### src/rtl/lc3b_types.sv
// Shared LC-3b types: opcodes, forwarding selects, MEM sequencer states, opcode classifiers.
package lc3b_types;

    typedef enum logic [3:0] {
        op_br   = 4'd0,  op_add  = 4'd1,  op_ldb  = 4'd2,  op_stb  = 4'd3,
        op_jsr  = 4'd4,  op_and  = 4'd5,  op_ldr  = 4'd6,  op_str  = 4'd7,
        op_rti  = 4'd8,  op_not  = 4'd9,  op_ldi  = 4'd10, op_sti  = 4'd11,
        op_jmp  = 4'd12, op_shf  = 4'd13, op_lea  = 4'd14, op_trap = 4'd15
    } lc3b_opcode;

    typedef enum logic [1:0] {
        fwd_rf  = 2'b00,
        fwd_mem = 2'b01,
        fwd_wb  = 2'b10
    } lc3b_fwd_sel;

    typedef enum logic [1:0] {
        RUN    = 2'd0,
        MEM_P1 = 2'd1,
        MEM_P2 = 2'd2
    } lc3b_memseq_state;

    function automatic logic is_mem_op(input lc3b_opcode op);
        return op inside {op_ldb, op_ldr, op_stb, op_str, op_trap, op_ldi, op_sti};
    endfunction

    function automatic logic is_indirect(input lc3b_opcode op);
        return op inside {op_ldi, op_sti};
    endfunction

    // Ops whose result only exists after the MEM stage (load-use candidates).
    function automatic logic is_load(input lc3b_opcode op);
        return op inside {op_ldb, op_ldi, op_ldr, op_trap};
    endfunction

endpackage

### src/rtl/fwd_match.sv
// One source register against MEM/WB destinations -> forwarding select.
// Purely combinational, MEM wins over WB, unused source selects the register file.
module fwd_match
    import lc3b_types::*;
(
    input  logic [2:0]  i_src,
    input  logic        i_src_used,
    input  logic        i_mem_valid,
    input  logic        i_mem_regwrite,
    input  logic [2:0]  i_mem_dest,
    input  logic        i_wb_regwrite,
    input  logic [2:0]  i_wb_dest,
    output lc3b_fwd_sel o_sel
);

    logic w_mem_hit;
    logic w_wb_hit;

    assign w_mem_hit = i_src_used & i_mem_valid & i_mem_regwrite & (i_src == i_mem_dest);
    assign w_wb_hit  = i_src_used & i_wb_regwrite & (i_src == i_wb_dest);

    always_comb begin
        o_sel = fwd_rf;
        if (w_mem_hit)
            o_sel = fwd_mem;
        else if (w_wb_hit)
            o_sel = fwd_wb;
    end

endmodule

### src/rtl/hazard_forward_ctrl.sv
// LC-3b hazard unit: operand forwarding, load-use bubbles, MEM access sequencing.
// Control outputs are combinational; the pipeline freezes while a data-memory access is outstanding.
module hazard_forward_ctrl
    import lc3b_types::*;
#(
    parameter int CNT_WIDTH = 16
) (
    input  logic                 clk,
    input  logic                 reset,
    input  logic [2:0]           id_sr1,
    input  logic [2:0]           id_sr2,
    input  logic                 id_sr1_used,
    input  logic                 id_sr2_used,
    input  logic [3:0]           ex_opcode,
    input  logic [2:0]           ex_dest,
    input  logic                 ex_regwrite,
    input  logic                 mem_valid,
    input  logic [3:0]           mem_opcode,
    input  logic [2:0]           mem_dest,
    input  logic                 mem_regwrite,
    input  logic [2:0]           wb_dest,
    input  logic                 wb_regwrite,
    input  logic                 dmem_resp,
    output logic [1:0]           fwd_sel_a,
    output logic [1:0]           fwd_sel_b,
    output logic                 stall_front,
    output logic                 stall_all,
    output logic                 bubble_ex,
    output logic                 dmem_read_req,
    output logic                 dmem_write_req,
    output logic                 mem_indirect_sel,
    output logic [CNT_WIDTH-1:0] stall_cycles,
    output logic [CNT_WIDTH-1:0] bubble_count
);

    lc3b_memseq_state      r_state;
    lc3b_memseq_state      w_state_nxt;
    logic [CNT_WIDTH-1:0]  r_stall_cycles;
    logic [CNT_WIDTH-1:0]  r_bubble_count;
    lc3b_opcode            w_mem_op;
    lc3b_opcode            w_ex_op;
    lc3b_fwd_sel           w_fwd_a;
    lc3b_fwd_sel           w_fwd_b;
    logic                  w_mem_access;
    logic                  w_first_write;
    logic                  w_load_use;
    logic                  w_stall_all;

    assign w_mem_op      = lc3b_opcode'(mem_opcode);
    assign w_ex_op       = lc3b_opcode'(ex_opcode);
    assign w_mem_access  = mem_valid & is_mem_op(w_mem_op);
    // First access of LDI/STI is the pointer read, so only STB/STR write first.
    assign w_first_write = w_mem_op inside {op_stb, op_str};

    fwd_match u_fwd_a (
        .i_src          (id_sr1),
        .i_src_used     (id_sr1_used),
        .i_mem_valid    (mem_valid),
        .i_mem_regwrite (mem_regwrite),
        .i_mem_dest     (mem_dest),
        .i_wb_regwrite  (wb_regwrite),
        .i_wb_dest      (wb_dest),
        .o_sel          (w_fwd_a)
    );

    fwd_match u_fwd_b (
        .i_src          (id_sr2),
        .i_src_used     (id_sr2_used),
        .i_mem_valid    (mem_valid),
        .i_mem_regwrite (mem_regwrite),
        .i_mem_dest     (mem_dest),
        .i_wb_regwrite  (wb_regwrite),
        .i_wb_dest      (wb_dest),
        .o_sel          (w_fwd_b)
    );

    assign fwd_sel_a = w_fwd_a;
    assign fwd_sel_b = w_fwd_b;

    always_ff @(posedge clk or posedge reset) begin
        if (reset)
            r_state <= RUN;
        else
            r_state <= w_state_nxt;
    end

    always_comb begin
        w_state_nxt      = r_state;
        w_stall_all      = 1'b0;
        dmem_read_req    = 1'b0;
        dmem_write_req   = 1'b0;
        mem_indirect_sel = 1'b0;
        case (r_state)
            RUN, MEM_P1: begin
                if (w_mem_access) begin
                    dmem_read_req  = ~w_first_write;
                    dmem_write_req = w_first_write;
                end
                if (r_state == MEM_P1 || w_mem_access) begin
                    if (!dmem_resp) begin
                        w_state_nxt = MEM_P1;
                        w_stall_all = 1'b1;
                    end else if (is_indirect(w_mem_op)) begin
                        w_state_nxt = MEM_P2;
                        w_stall_all = 1'b1;
                    end else begin
                        w_state_nxt = RUN;
                    end
                end
            end
            MEM_P2: begin
                mem_indirect_sel = 1'b1;
                dmem_read_req    = mem_valid & (w_mem_op == op_ldi);
                dmem_write_req   = mem_valid & (w_mem_op == op_sti);
                if (!dmem_resp)
                    w_stall_all = 1'b1;
                else
                    w_state_nxt = RUN;
            end
            default: w_state_nxt = RUN;
        endcase
    end

    assign w_load_use = ex_regwrite & is_load(w_ex_op) &
                        ((id_sr1_used & (id_sr1 == ex_dest)) |
                         (id_sr2_used & (id_sr2 == ex_dest)));

    // A frozen pipeline cannot absorb a bubble; it is inserted on the release cycle instead.
    assign stall_all   = w_stall_all;
    assign stall_front = w_stall_all | w_load_use;
    assign bubble_ex   = w_load_use & ~w_stall_all;

    always_ff @(posedge clk or posedge reset) begin
        if (reset) begin
            r_stall_cycles <= '0;
            r_bubble_count <= '0;
        end else begin
            if (w_stall_all && r_stall_cycles != '1)
                r_stall_cycles <= r_stall_cycles + CNT_WIDTH'(1);
            if (bubble_ex && r_bubble_count != '1)
                r_bubble_count <= r_bubble_count + CNT_WIDTH'(1);
        end
    end

    assign stall_cycles = r_stall_cycles;
    assign bubble_count = r_bubble_count;

endmodule

### config.mk
export PLATFORM = sky130hd
export DESIGN_NAME = hazard_forward_ctrl
export DESIGN_NICKNAME = d
export VERILOG_FILES = /design/src/rtl/lc3b_types.sv /design/src/rtl/fwd_match.sv /design/src/rtl/hazard_forward_ctrl.sv
export SDC_FILE = /design/constraint.sdc
export NUM_CORES = 1
export LEC_CHECK = 0
export BUFFER_PORTS_ARGS = -buffer_cell sky130_fd_sc_hd__clkbuf_2
export CORE_ASPECT_RATIO = 0.6
export CORE_MARGIN = 2
export CORE_UTILIZATION = 54
export DETAILED_ROUTE_END_ITERATION = 10
export GPL_ROUTABILITY_DRIVEN = 1
export GPL_TIMING_DRIVEN = 1
export PLACE_DENSITY = 0.89
export SYNTH_ARGS = -nofsm -noshare
export SYNTH_HDL_FRONTEND = slang
export SYNTH_HIERARCHICAL = 1
export SYNTH_SLANG_ARGS = --single-unit
### constraint.sdc
create_clock -name clk -period 3.3 [get_ports clk]
set_clock_uncertainty 0.15 [all_clocks]
set_input_delay 0.165 -clock clk [delete_from_list [all_inputs] [get_ports clk]]
set_output_delay 0.165 -clock clk [all_outputs]
set_load 0.1 [all_outputs]
Yosys cells after proc, flatten, opt, wreduce, memory -nomap -nowiden
Cells that the tools add are included.

word-level totals
  bits in read-only memories = 0
  memories kept = 0
  logic and storage cells = 79
  latch bits = 0
  RAM bits = 0
  register bits = 34
  output and inout bits = 42
  input port bits = 32

operators by class
  add/sub/neg operators = 2
  multiplexer cells = 19
  shift operators = 0
  div/mod/pow operators = 0
  equal/unequal tests = 23
  $lt $le $gt $ge = 0
  multiply operators = 0
  bitwise operators = 22
  reduce and logical (&&, ||, !) cells = 10

operator list
  kind                                                 number
  adder 16 x 1 -> 16 bit, second input constant        2
  != test 16 bit, second input constant                2
  equality test 4 bit, second input constant           5
  bitwise AND 1 bit                                    18
  equality test 3 bit                                  6
  2-to-1 mux 2 bit                                     8
  equality test 4 x 2 -> 1 bit, second input constant  3
  equality test 4 x 3 -> 1 bit, second input constant  3
  2-to-1 mux 1 bit                                     7
  nonzero test 7 bit                                   1
  case mux 1 bit (2 select lines)                      3
  != test 2 bit, second input constant                 2
  case mux 2 bit (2 select lines)                      1
  nonzero test 2 bit                                   2
  nonzero test 4 bit                                   1
  equality test 2 x 1 -> 1 bit, second input constant  1
  equality test 2 bit, second input constant           1
  logical AND 1 bit                                    2
  logical NOT 2 bit                                    1
  inverter 1 bit                                       2
  OR 1 bit                                             2
  AND reduction 2 bit                                  1
  OR reduction 2 bit                                   1
  logical OR 1 bit                                     1

Logic depth before layout (Yosys ltp)
Gate-level depths: netlist (run 1).

  depth in word-level cells = 9
  gate-level depth with buffers = 7
  depth with buffers taken out = 6

By module
Netlist (run 1), hierarchy kept.

by module, submodules not included
  module               times used  cells each  area an instance (µm²)  seq. area each (µm²)
  hazard_forward_ctrl  1           188         1881.8                  850.8
  fwd_match            2           11          95.1                    0.0

Least setup slack after synthesis (run 1)
OpenSTA, ideal clock, no wires.

  kind = register to output
  start point = register r_state[0]
  end point = output port dmem_write_req
  data required time = 2.985 ns
  path slack = -0.013 ns
  path buffers = 0
  arrival time = 2.998 ns
  cell stages (with the launch flop) = 5
  cell sequence = dfrtp_1 or2b_1 nor2_1 a21oi_1 nor3b_1

on the way
  word-level cells in the longest chain between the ends = 3
  elaborated cells on any way between the ends = 5
  classes of those cells = eq/ne (2); mux (1); reduce/logical (2)

RTL lines
  item                                                               RTL line                   RTL
  from (decl)                                                        hazard_forward_ctrl.sv:36  lc3b_memseq_state r_state;
  from (signal assigned)                                             hazard_forward_ctrl.sv:84  r_state <= w_state_nxt;
  equality test 2 x 1 -> 1 bit or logical NOT 2 bit (tied branches)  hazard_forward_ctrl.sv:93  case (r_state)
  OR reduction 2 bit                                                 hazard_forward_ctrl.sv:93
  case mux 1 bit (2 select lines) *                                  hazard_forward_ctrl.sv:93
  to (decl)                                                          hazard_forward_ctrl.sv:30  output logic dmem_write_req,

Mark *: on every way between the ends. The rest lies on a longest branch, timed or not.

Worst setup path after layout (run 1)
  start point = input port dmem_resp
  end point = output port bubble_ex

on the way
  word-level cells in the longest chain between the ends = 5
  elaborated cells on any way between the ends = 6
  classes of those cells = mux (4); bitwise (2)

RTL lines
  item                               RTL line                    RTL
  from (decl)                        hazard_forward_ctrl.sv:23   input logic dmem_resp,
  2-to-1 mux 1 bit                   hazard_forward_ctrl.sv:100  if (!dmem_resp) begin
  2-to-1 mux 1 bit                   hazard_forward_ctrl.sv:99   if (r_state == MEM_P1 || w_mem_access) begin
  case mux 1 bit (2 select lines) *  hazard_forward_ctrl.sv:93
  inverter 1 bit *                   hazard_forward_ctrl.sv:131  assign bubble_ex = w_load_use & ~w_stall_all;
  bitwise AND 1 bit *                hazard_forward_ctrl.sv:131
  to (decl)                          hazard_forward_ctrl.sv:28   output logic bubble_ex,

Marks and branches as above.

==> flow_summary_export.csv, run 1 <==
group,metric,value,unit
worst_setup_path,path_class,"in -> out",
logic_synthesis,avgSynthCellArea,9.87,sq um
finish,diodes,0,
global_route,met3_usage,5.71,%
worst_setup_path,path_delay_family,"buffers and inverters",
global_route,grt_overflow,0,
floorplan,io_pins,74,
floorplan,start_util,56.3,%
clocking,cts_resized,0,
placed_design,place.gp.congestion,0.862,
timing,maxSlewViolCount,0,
worst_setup_path,critPathArrivalTime,2050,ps
clocking,cts_buffers,5,
worst_setup_path,endpoint_kind,"primary output",
floorplan,core,3680,sq um
worst_hold_path,hold_path.class,"in -> reg",
finish,fin_nets,322,
global_route,antenna_found_initial,0,
pwr,power_density,554,nW/um^2
worst_setup_path,start_kind,"input port",
clocking,clock_path_buffers,2,
route,drt_wl_total,4.77,mm
route,via_per_inst,5.43,
timing,fin_crit_sh,71.6,%
timing,rsz0062_at_grt,"false",
worst_setup_path,cp.required,2980,ps
timing,relSlewSlack,53.2,%
floorplan,die_area,4360,sq um
global_route,grt.met2_usage,35.6,%
pwr,p_leak,1.29,nW
logic_synthesis,synth_area_leader_cell,"dfrtp_1",
route,drc,0,
logic_synthesis,synth-async-reset-ratio,100,%
route,dr.pass1.iters,4,
global_route,grt_pass1_wl,7.76,mm
timing,tns,0,ps
logic_synthesis,syn_nets,244,
timing,setup_viol,0,
logic_synthesis,ys_types,36,
clocking,cts_num_sinks,34,
route,ant_nets,0,
status,status,"completed",
worst_setup_path,crit_top_cell,"clkbuf_2",
floorplan,chipHeight,52.0,microns
logic_synthesis,synth_top_area_share,41.1,%
pwr,totalPowerFinal,1.43,mW
worst_setup_path,worstPathCellList,"dlygate4sd3_1, clkbuf_2, o21a_1, a21oi_4, nand2_1, and2_1, clkbuf_2",
global_route,grt_pass1_vias,1651,
logic_synthesis,synth-seq-area-share,41.1,%
timing,period_minus_slack,2360,ps
logic_synthesis,synth_edf_count,0,
worst_setup_path,path_buf_inv,3,
route,vias,1823,
route,drtIter0Drc,76,
clocking,clock_latency,290,ps
clocking,clkTransAtPathRegs,60,ps
clocking,clockRootBuffer,"clkbuf_8",
finish,area_growth,24.9,%
timing,max_freq,423,MHz
logic_synthesis,synth_cells,210,
clocking,cts_tree,"built",
global_route,grt_max_degree,35,
clocking,ctsHtreeMaxLevel,2,
floorplan,num_rows,17,
worst_setup_path,slowest_delay,540,ps
floorplan,die_w,84.0,microns
placed_design,placed_cells,326,
placed_design,dp_hpwl,3.72,mm
timing,hold_viol,0,
job,cap_viol_max_count,0,
logic_synthesis,synth_area,2070,sq um
placed_design,numPortBuffers,73,
pwr,ir_drop,0.000794,V
placed_design,post-place-ws,1090,ps
global_route,grt_busiest_layer,"met2",
logic_synthesis,ys_seq_elements,34,
logic_synthesis,synth_area_leaders,"dfrtp_1 41%, xnor2_1 11%, xor2_1 9.3%",
route,wire_per_inst,14.2,microns
global_route,grt_use_met1,31.9,%
timing,worstMarginPinSlew,701,ps
global_route,grt.total_usage,23.0,%
worst_setup_path,critPathMaxFanout,6,
finish,final_cells,336,
timing,fin_ws,937,ps
finish,drive_gt1_share,32.9,%
worst_setup_path,slowest_stage,"dlygate4sd3_1",
logic_synthesis,yosys_most_used_dff,"dfrtp_1",
logic_synthesis,yosys_warnings,6,
==> cell usage after synthesis (2+ instances only) <==
cell      instances
a21oi_1           4
a21oi_2           2
and2_1            2
and3_1            8
and4_1            2
buf_2             2
buf_4             3
dfrtp_1          34
ha_1              2
inv_1             7
mux2_1            2
nand2_1          13
nand3_1          20
nand3b_1          2
nand4_1          10
nand4_2           2
nand4b_1          2
nor2_1           17
nor3_1            9
nor4_2            4
o21a_1            2
xnor2_1          26
xor2_1           22
==> cells by family (layout without fill, tap and decap cells) <==
logic type / count (synthesis) / after routing / synth area share (%)
simple gates: 99 / 99 / 27.6
compound gates: 13 / 13 / 5.92
mux: 2 / 2 / 1.09
buf+inv: 12 / 91 / 2.84
fa+ha+maj: 2 / 2 / 1.21
xor+xnor: 48 / 48 / 20.3
flops: 34 / 34 / 41.1
==> report_power, final <==
group | total [mW] | switching (mW) | leakage [nW] | internal [mW]
Clock | 0.317 | 0.149 | 0.0482 | 0.168
Combinational | 0.592 | 0.481 | 0.786 | 0.111
Sequential | 0.524 | 0.0617 | 0.454 | 0.462
==> final timing paths <==
path / endpoint / cells after the start / from / slack, ps
max: bubble_ex / 7 / dmem_resp / 940
min: r_state[1] / 3 / mem_opcode[1] / 140
max reg2reg: bubble_count[1] / 6 / bubble_count[0] / 1200
min reg2reg: stall_cycles[13] / 1 / stall_cycles[13] / 340
max in group asynchronous: bubble_count[12] / 4 / reset / 2360
min in group asynchronous: stall_cycles[0] / 4 / reset / 330
==> routing by layer <==
layer	up-vias	part of all wire, %	wire, microns
li1	896	-	-
met2	47	45	2150
met1	872	49	2330
met5	-	0	0
met3	8	4.8	230
met4	0	1.2	58
==> layout by cell type, fill, tap and decap left out, types with 4 or more instances in the layout <==
| cell type | n |
|---|---|
| a21oi_1 | 4 |
| and3_1 | 8 |
| clkbuf_2 | 73 |
| clkbuf_8 | 6 |
| dfrtp_1 | 34 |
| inv_1 | 7 |
| nand2_1 | 13 |
| nand3_1 | 20 |
| nand4_1 | 10 |
| nor2_1 | 17 |
| nor3_1 | 9 |
| nor4_2 | 4 |
| xnor2_1 | 26 |
| xor2_1 | 22 |
==> registers in the layout, indices dropped and copies added (netlist names) <==
| name | flops |
|---|---|
| bubble_count | 16 |
| stall_cycles | 16 |
| r_state | 2 |
==> through the flow <==
step	hold WS, ps	util (%)	instance area (sq um)
3_3_place_gp	103	67.3	2480
4_1_cts	144	70.3	2590
3_5_place_dp	113	67.3	2480
5_1_grt	164	70.3	2590
6_report	140	70.3	2590
2_1_floorplan	85.8	-	2080
==> cell type report <==
class / instances / area (sq um)
multi-input cells: 164 / 1170
fillers: 292 / 1090
flip-flops and latches: 34 / 851
repair buffers: 76 / 393
clock buffers: 7 / 86.3
well taps: 47 / 58.8
inverters: 7 / 26.3
clock inverters: 1 / 5.00
==> what timing repair did <==
action                    in CTS  in global routing
hold buffers                   2                  0
setup buffers                  0                  0
hold endpoints to repair      35                  0
==> worst min-delay path, cell delays in order <==
cell and delay [ps]:
clkbuf_2 100, nand3b_1 170, o41ai_1 100
Power figures use the tool's default switching activity.
==> run 2, diff against run 1 <==
CORE_UTILIZATION = 45   (was 54)
PLACE_DENSITY = 0.79   (was 0.89)
clock period = 2 ns   (was 3.3 ns; I/O delays follow)
==> run 2 against run 1 <==
Net effect:
- worst hold slack got worse by 89 ps
- sequential share of layout area decreased by 0.65 points
- wire length grew 4.6%
- combinational power is 77% higher
- critical path depth stayed put
- final cell count rose by 6.0%
- critical path type unchanged
- largest cell class unchanged
==> flow_summary_export.csv, run 2 (synthesized netlist as in run 1, its figures left out) <==
group,metric,value,unit
floorplan,num_rows,19,
clocking,clockRootBuffer,"clkbuf_8",
worst_setup_path,cp.required,1750,ps
floorplan,die_area,5180,sq um
floorplan,chipHeight,56.6,microns
pwr,p_sw_share,47.6,%
timing,hold_ws,50.7,ps
floorplan,die_w,91.6,microns
global_route,grt_pass1_vias,1897,
clocking,clock_latency,290,ps
placed_design,place.gp.congestion,0.850,
global_route,grt.total_usage,21.0,%
finish,diodes,0,
worst_setup_path,path_class,"in -> out",
worst_setup_path,start_kind,"input port",
route,ant_nets,0,
placed_design,numPortBuffers,73,
worst_setup_path,critPathArrivalTime,1660,ps
route,drc,0,
job,cap_viol_max_count,0,
timing,maxSlewViolCount,0,
worst_setup_path,endpoint_kind,"primary output",
timing,hold_viol,0,
finish,final_common_cell,"clkbuf_2",
worst_setup_path,critPathMaxFanout,6,
finish,area_growth,36.8,%
pwr,p_leak,1.29,nW
route,drt_wl_total,4.99,mm
finish,drive_gt1_share,46.8,%
global_route,grt_max_degree,35,
global_route,grt_overflow,0,
worst_hold_path,hold_path.class,"in -> reg",
route,wire_per_inst,14.0,microns
finish,fin_nets,326,
timing,worstMarginPinSlew,559,ps
floorplan,io_pins,74,
route,drtIter0Drc,67,
pwr,p_switching,1.20,mW
pwr,power_frac_seq,37.0,%
status,status,"completed",
timing,fin_crit_sh,95.6,%
timing,setup_viol,0,
timing,rsz0062_at_grt,"true",
clocking,clock_path_buffers,2,
timing,max_freq,523,MHz
pwr,clock_power_share,21.1,%
pwr,totalPowerFinal,2.52,mW
global_route,grt_pass1_wl,8.64,mm
timing,period_minus_slack,1910,ps
floorplan,core,4490,sq um
global_route,antenna_found_initial,0,
route,vias,1864,
finish,final_cell_mix,"67 x clkbuf_2, 26 x xnor2_1, 23 x dfrtp_2, 22 x xor2_1, 20 x nand3_1",
route,dr.pass1.iters,4,
pwr,ir_drop,0.00125,V
clocking,ctsHtreeMaxLevel,2,
clocking,cts_tree,"built",
timing,relSlewSlack,62.9,%
pwr,combinationalPowerShare,41.8,%
timing,tns,0,ps
clocking,clkTransAtPathRegs,70,ps
pwr,p_int,1.32,mW
route,via_per_inst,5.24,
clocking,cts_num_sinks,34,
pwr,power_density,889,nW/um^2
clocking,cts_buffers,5,
floorplan,start_util,46.1,%
placed_design,dp_hpwl,3.87,mm
## run 2: through the flow
| step | setup WS, ps | instances | utilization, % | cell area [sq um] |
|---|---|---|---|---|
| 2_1_floorplan | -274 | 210 | - | 2210 |
| 3_3_place_gp | 162 | 344 | 60.2 | 2710 |
| 3_5_place_dp | 122 | 344 | 60.2 | 2710 |
| 4_1_cts | 88.3 | 356 | 63.1 | 2830 |
| 5_1_grt | -0.215 | 356 | 63.1 | 2830 |
| 6_report | 87.8 | 356 | 63.1 | 2830 |
## run 2: path summary, 6_finish.rpt
check,startpoint,endpoint,slack [ps],cells past startpoint
min,mem_opcode[1],r_state[1],50,3
min in group asynchronous,reset,bubble_count[8],280,4
max reg2reg,stall_cycles[0],stall_cycles[1],100,5
min reg2reg,bubble_count[8],bubble_count[8],350,1
max in group asynchronous,reset,stall_cycles[1],1070,4
max,dmem_resp,bubble_ex,90,7
## run 2: timing repair
item	in CTS	in global routing
hold buffers	2	0
pin swaps	0	1
gates resized for setup	1	0
setup endpoints to repair	2	2
setup buffers	2	0
endpoints found under the hold margin	36	0
gates cloned	0	0
## run 2: cell type report
type	count	area (sq um)
clock buffers	7	86.3
well taps	63	78.8
clock inverters	1	5.00
repair buffers	80	488
inverters	7	26.3
fillers	385	1660
multi-input cells	164	1240
flip-flops and latches	34	913
## run 2: per-layer routing
layer / vias up / global-route usage [%] / share of wire, %
li1: 899 / - / -
met1: 908 / 27.8 / 48
met2: 49 / 33.9 / 46
met3: 8 / 5.91 / 5.1
met4: 0 / 5.84 / 1.5
met5: - / 0 / 0
## run 2: worst max-delay path: stages
cell and delay, ps:
dlygate4sd3_1 530, clkbuf_2 170, o21a_1 220, a21oi_4 150, nand2_2 120, and2_1 210, buf_12 170
## run 2: power by group through the flow
stage | sequential, mW | clock [mW] | combinational (mW)
floorplan | 1.45 | 0 | 0.308
global placement | 0.929 | 0 | 1.04
detailed placement | 0.945 | 0 | 1.05
CTS | 0.933 | 0.543 | 1.06
global route | 0.951 | 0.565 | 1.11
finish | 0.933 | 0.533 | 1.05
==> run 3, diff against run 2 <==
CORE_UTILIZATION = 54   (was 45)
PLACE_DENSITY = 0.89   (was 0.79)
clock period = 2.5 ns   (was 2 ns; I/O delays follow)
==> run 3 against run 2 <==
Net effect:
- die area decreased by 16%
- critical path depth unchanged
- clock-buffer cell count did not move
- critical endpoint unchanged
==> flow_summary_export.csv, run 3 (synthesized netlist as in run 1, its figures left out) <==
group,metric,value,unit
status,status,"completed",
route,wire_per_inst,14.8,microns
clocking,cts_tree,"built",
pwr,p_switching,926,uW
finish,drive_gt1_share,34.0,%
finish,final_common_cell,"clkbuf_2",
placed_design,place.gp.congestion,0.832,
route,drc,0,
finish,fin_nets,324,
job,cap_viol_max_count,0,
floorplan,num_rows,17,
worst_setup_path,cp.required,2230,ps
route,via_per_inst,5.50,
route,ant_nets,0,
placed_design,numPortBuffers,73,
clocking,cts_setup_buffers,0,
finish,final_cell_area,2610,sq um
global_route,grt_pass1_vias,1765,
route,dr.pass1.iters,4,
finish,diodes,0,
global_route,grt_pass1_wl,8.54,mm
timing,tns,0,ps
timing,setup_viol,0,
global_route,grt.total_usage,25.5,%
timing,worstMarginPinSlew,559,ps
worst_setup_path,start_kind,"input port",
finish,final_cell_mix,"73 x clkbuf_2, 32 x dfrtp_1, 26 x xnor2_1, 22 x xor2_1, 20 x nand3_1",
timing,fin_ws,193,ps
floorplan,core,3680,sq um
clocking,clock_latency,290,ps
timing,hold_viol,0,
pwr,p_sw_share,48.5,%
clocking,cts_buffers,5,
clocking,clkTransAtPathRegs,70,ps
pwr,power_frac_seq,36.6,%
pwr,power_density,734,nW/um^2
worst_setup_path,critPathMaxFanout,6,
timing,hold_ws,90.8,ps
worst_hold_path,hold_path.class,"in -> reg",
pwr,ir_drop,0.00128,V
route,drt_wl_total,4.99,mm
route,vias,1858,
floorplan,chipHeight,52.0,microns
floorplan,die_area,4360,sq um
timing,relSlewSlack,62.9,%
placed_design,dp_hpwl,3.91,mm
timing,rsz0062_at_grt,"false",
worst_setup_path,critPathArrivalTime,2030,ps
global_route,antenna_found_initial,0,
placed_design,post-place-ws,491,ps
finish,fillers,275,
timing,period_minus_slack,2310,ps
pwr,p_int,985,uW
pwr,p_leak,1.30,nW
finish,area_growth,25.7,%
worst_setup_path,endpoint_kind,"primary output",
clocking,clock_path_buffers,2,
pwr,totalPowerFinal,1.91,mW
timing,maxSlewViolCount,0,
worst_setup_path,path_class,"in -> out",
placed_design,placed_cell_area,2490,sq um
route,drtIter0Drc,86,
timing,max_freq,433,MHz
global_route,grt_overflow,0,
pwr,combinationalPowerShare,41.3,%
floorplan,die_w,84.0,microns
pwr,clock_power_share,22.1,%
clocking,ctsHtreeMaxLevel,2,
floorplan,io_pins,74,
floorplan,start_util,56.3,%
global_route,grt_max_degree,35,
clocking,cts_num_sinks,34,
clocking,clockRootBuffer,"clkbuf_8",
timing,fin_crit_sh,92.3,%
[run 3: cell types whose count changed in the layout (fill, tap and decap cells not counted), sizes merged]
cell / change
buf: -8
clkbuf: +6
[run 3: worst max-delay path: stages]
cell	delay, ps
dlygate4sd3_1	540
clkbuf_2	160
o21a_1	210
a21oi_4	210
nand2_1	200
and2_1	210
clkbuf_2	370
[run 3: path summary, 6_finish.rpt]
kind                                      start              end  slack [ps]  cells past startpoint
worst max-delay path                  dmem_resp        bubble_ex         190                      7
min in group asynchronous                 reset  stall_cycles[8]         300                      4
worst min register to register  stall_cycles[7]  stall_cycles[7]         360                      1
max in group asynchronous                 reset  stall_cycles[1]        1580                      4
worst max register to register  bubble_count[0]  bubble_count[1]         450                      6
worst min-delay path              mem_opcode[1]       r_state[1]          90                      3
[run 3: timing repair]
| action | in CTS | in global routing |
|---|---|---|
| resized for setup | 0 | 0 |
| endpoints found under the hold margin | 35 | 0 |
| hold buffers | 2 | 0 |
| setup endpoints to repair | 0 | 0 |
[run 3: routing by layer]
metal  track usage, %  routed length (microns)  up-vias
li1                 -                        -      890
met1             34.4                     2340      893
met2             40.9                     2290       66
met3             6.83                      304        9
met4             7.80                       59        0
met5                0                        0        -
[run 3: stage by stage]
stage / cells / utilization [%]
6_report: 338 / 70.8
5_1_grt: 338 / 70.8
4_1_cts: 338 / 70.8
3_5_place_dp: 328 / 67.8
3_3_place_gp: 328 / 67.8
2_1_floorplan: 210 / -
[run 3: power groups by stage]
stage / Sequential, mW / Clock [mW] / Combinational (mW)
2_1_floorplan: 1.11 / 0 / 0.217
3_5_place_dp: 0.709 / 0 / 0.787
3_3_place_gp: 0.700 / 0 / 0.775
4_1_cts: 0.699 / 0.427 / 0.794
6_report: 0.700 / 0.422 / 0.790
5_1_grt: 0.712 / 0.451 / 0.824
[run 3: area by class of cell]
class | count | area (sq um) | area share (%)
inverters | 7 | 26.3 | 1.01
repair buffers | 78 | 408 | 15.7
multi-input cells | 164 | 1170 | 44.8
well taps | 47 | 58.8 | 2.26
clock buffers | 7 | 86.3 | 3.31
clock inverters | 1 | 5.00 | 0.192
flip-flops and latches | 34 | 853 | 32.8
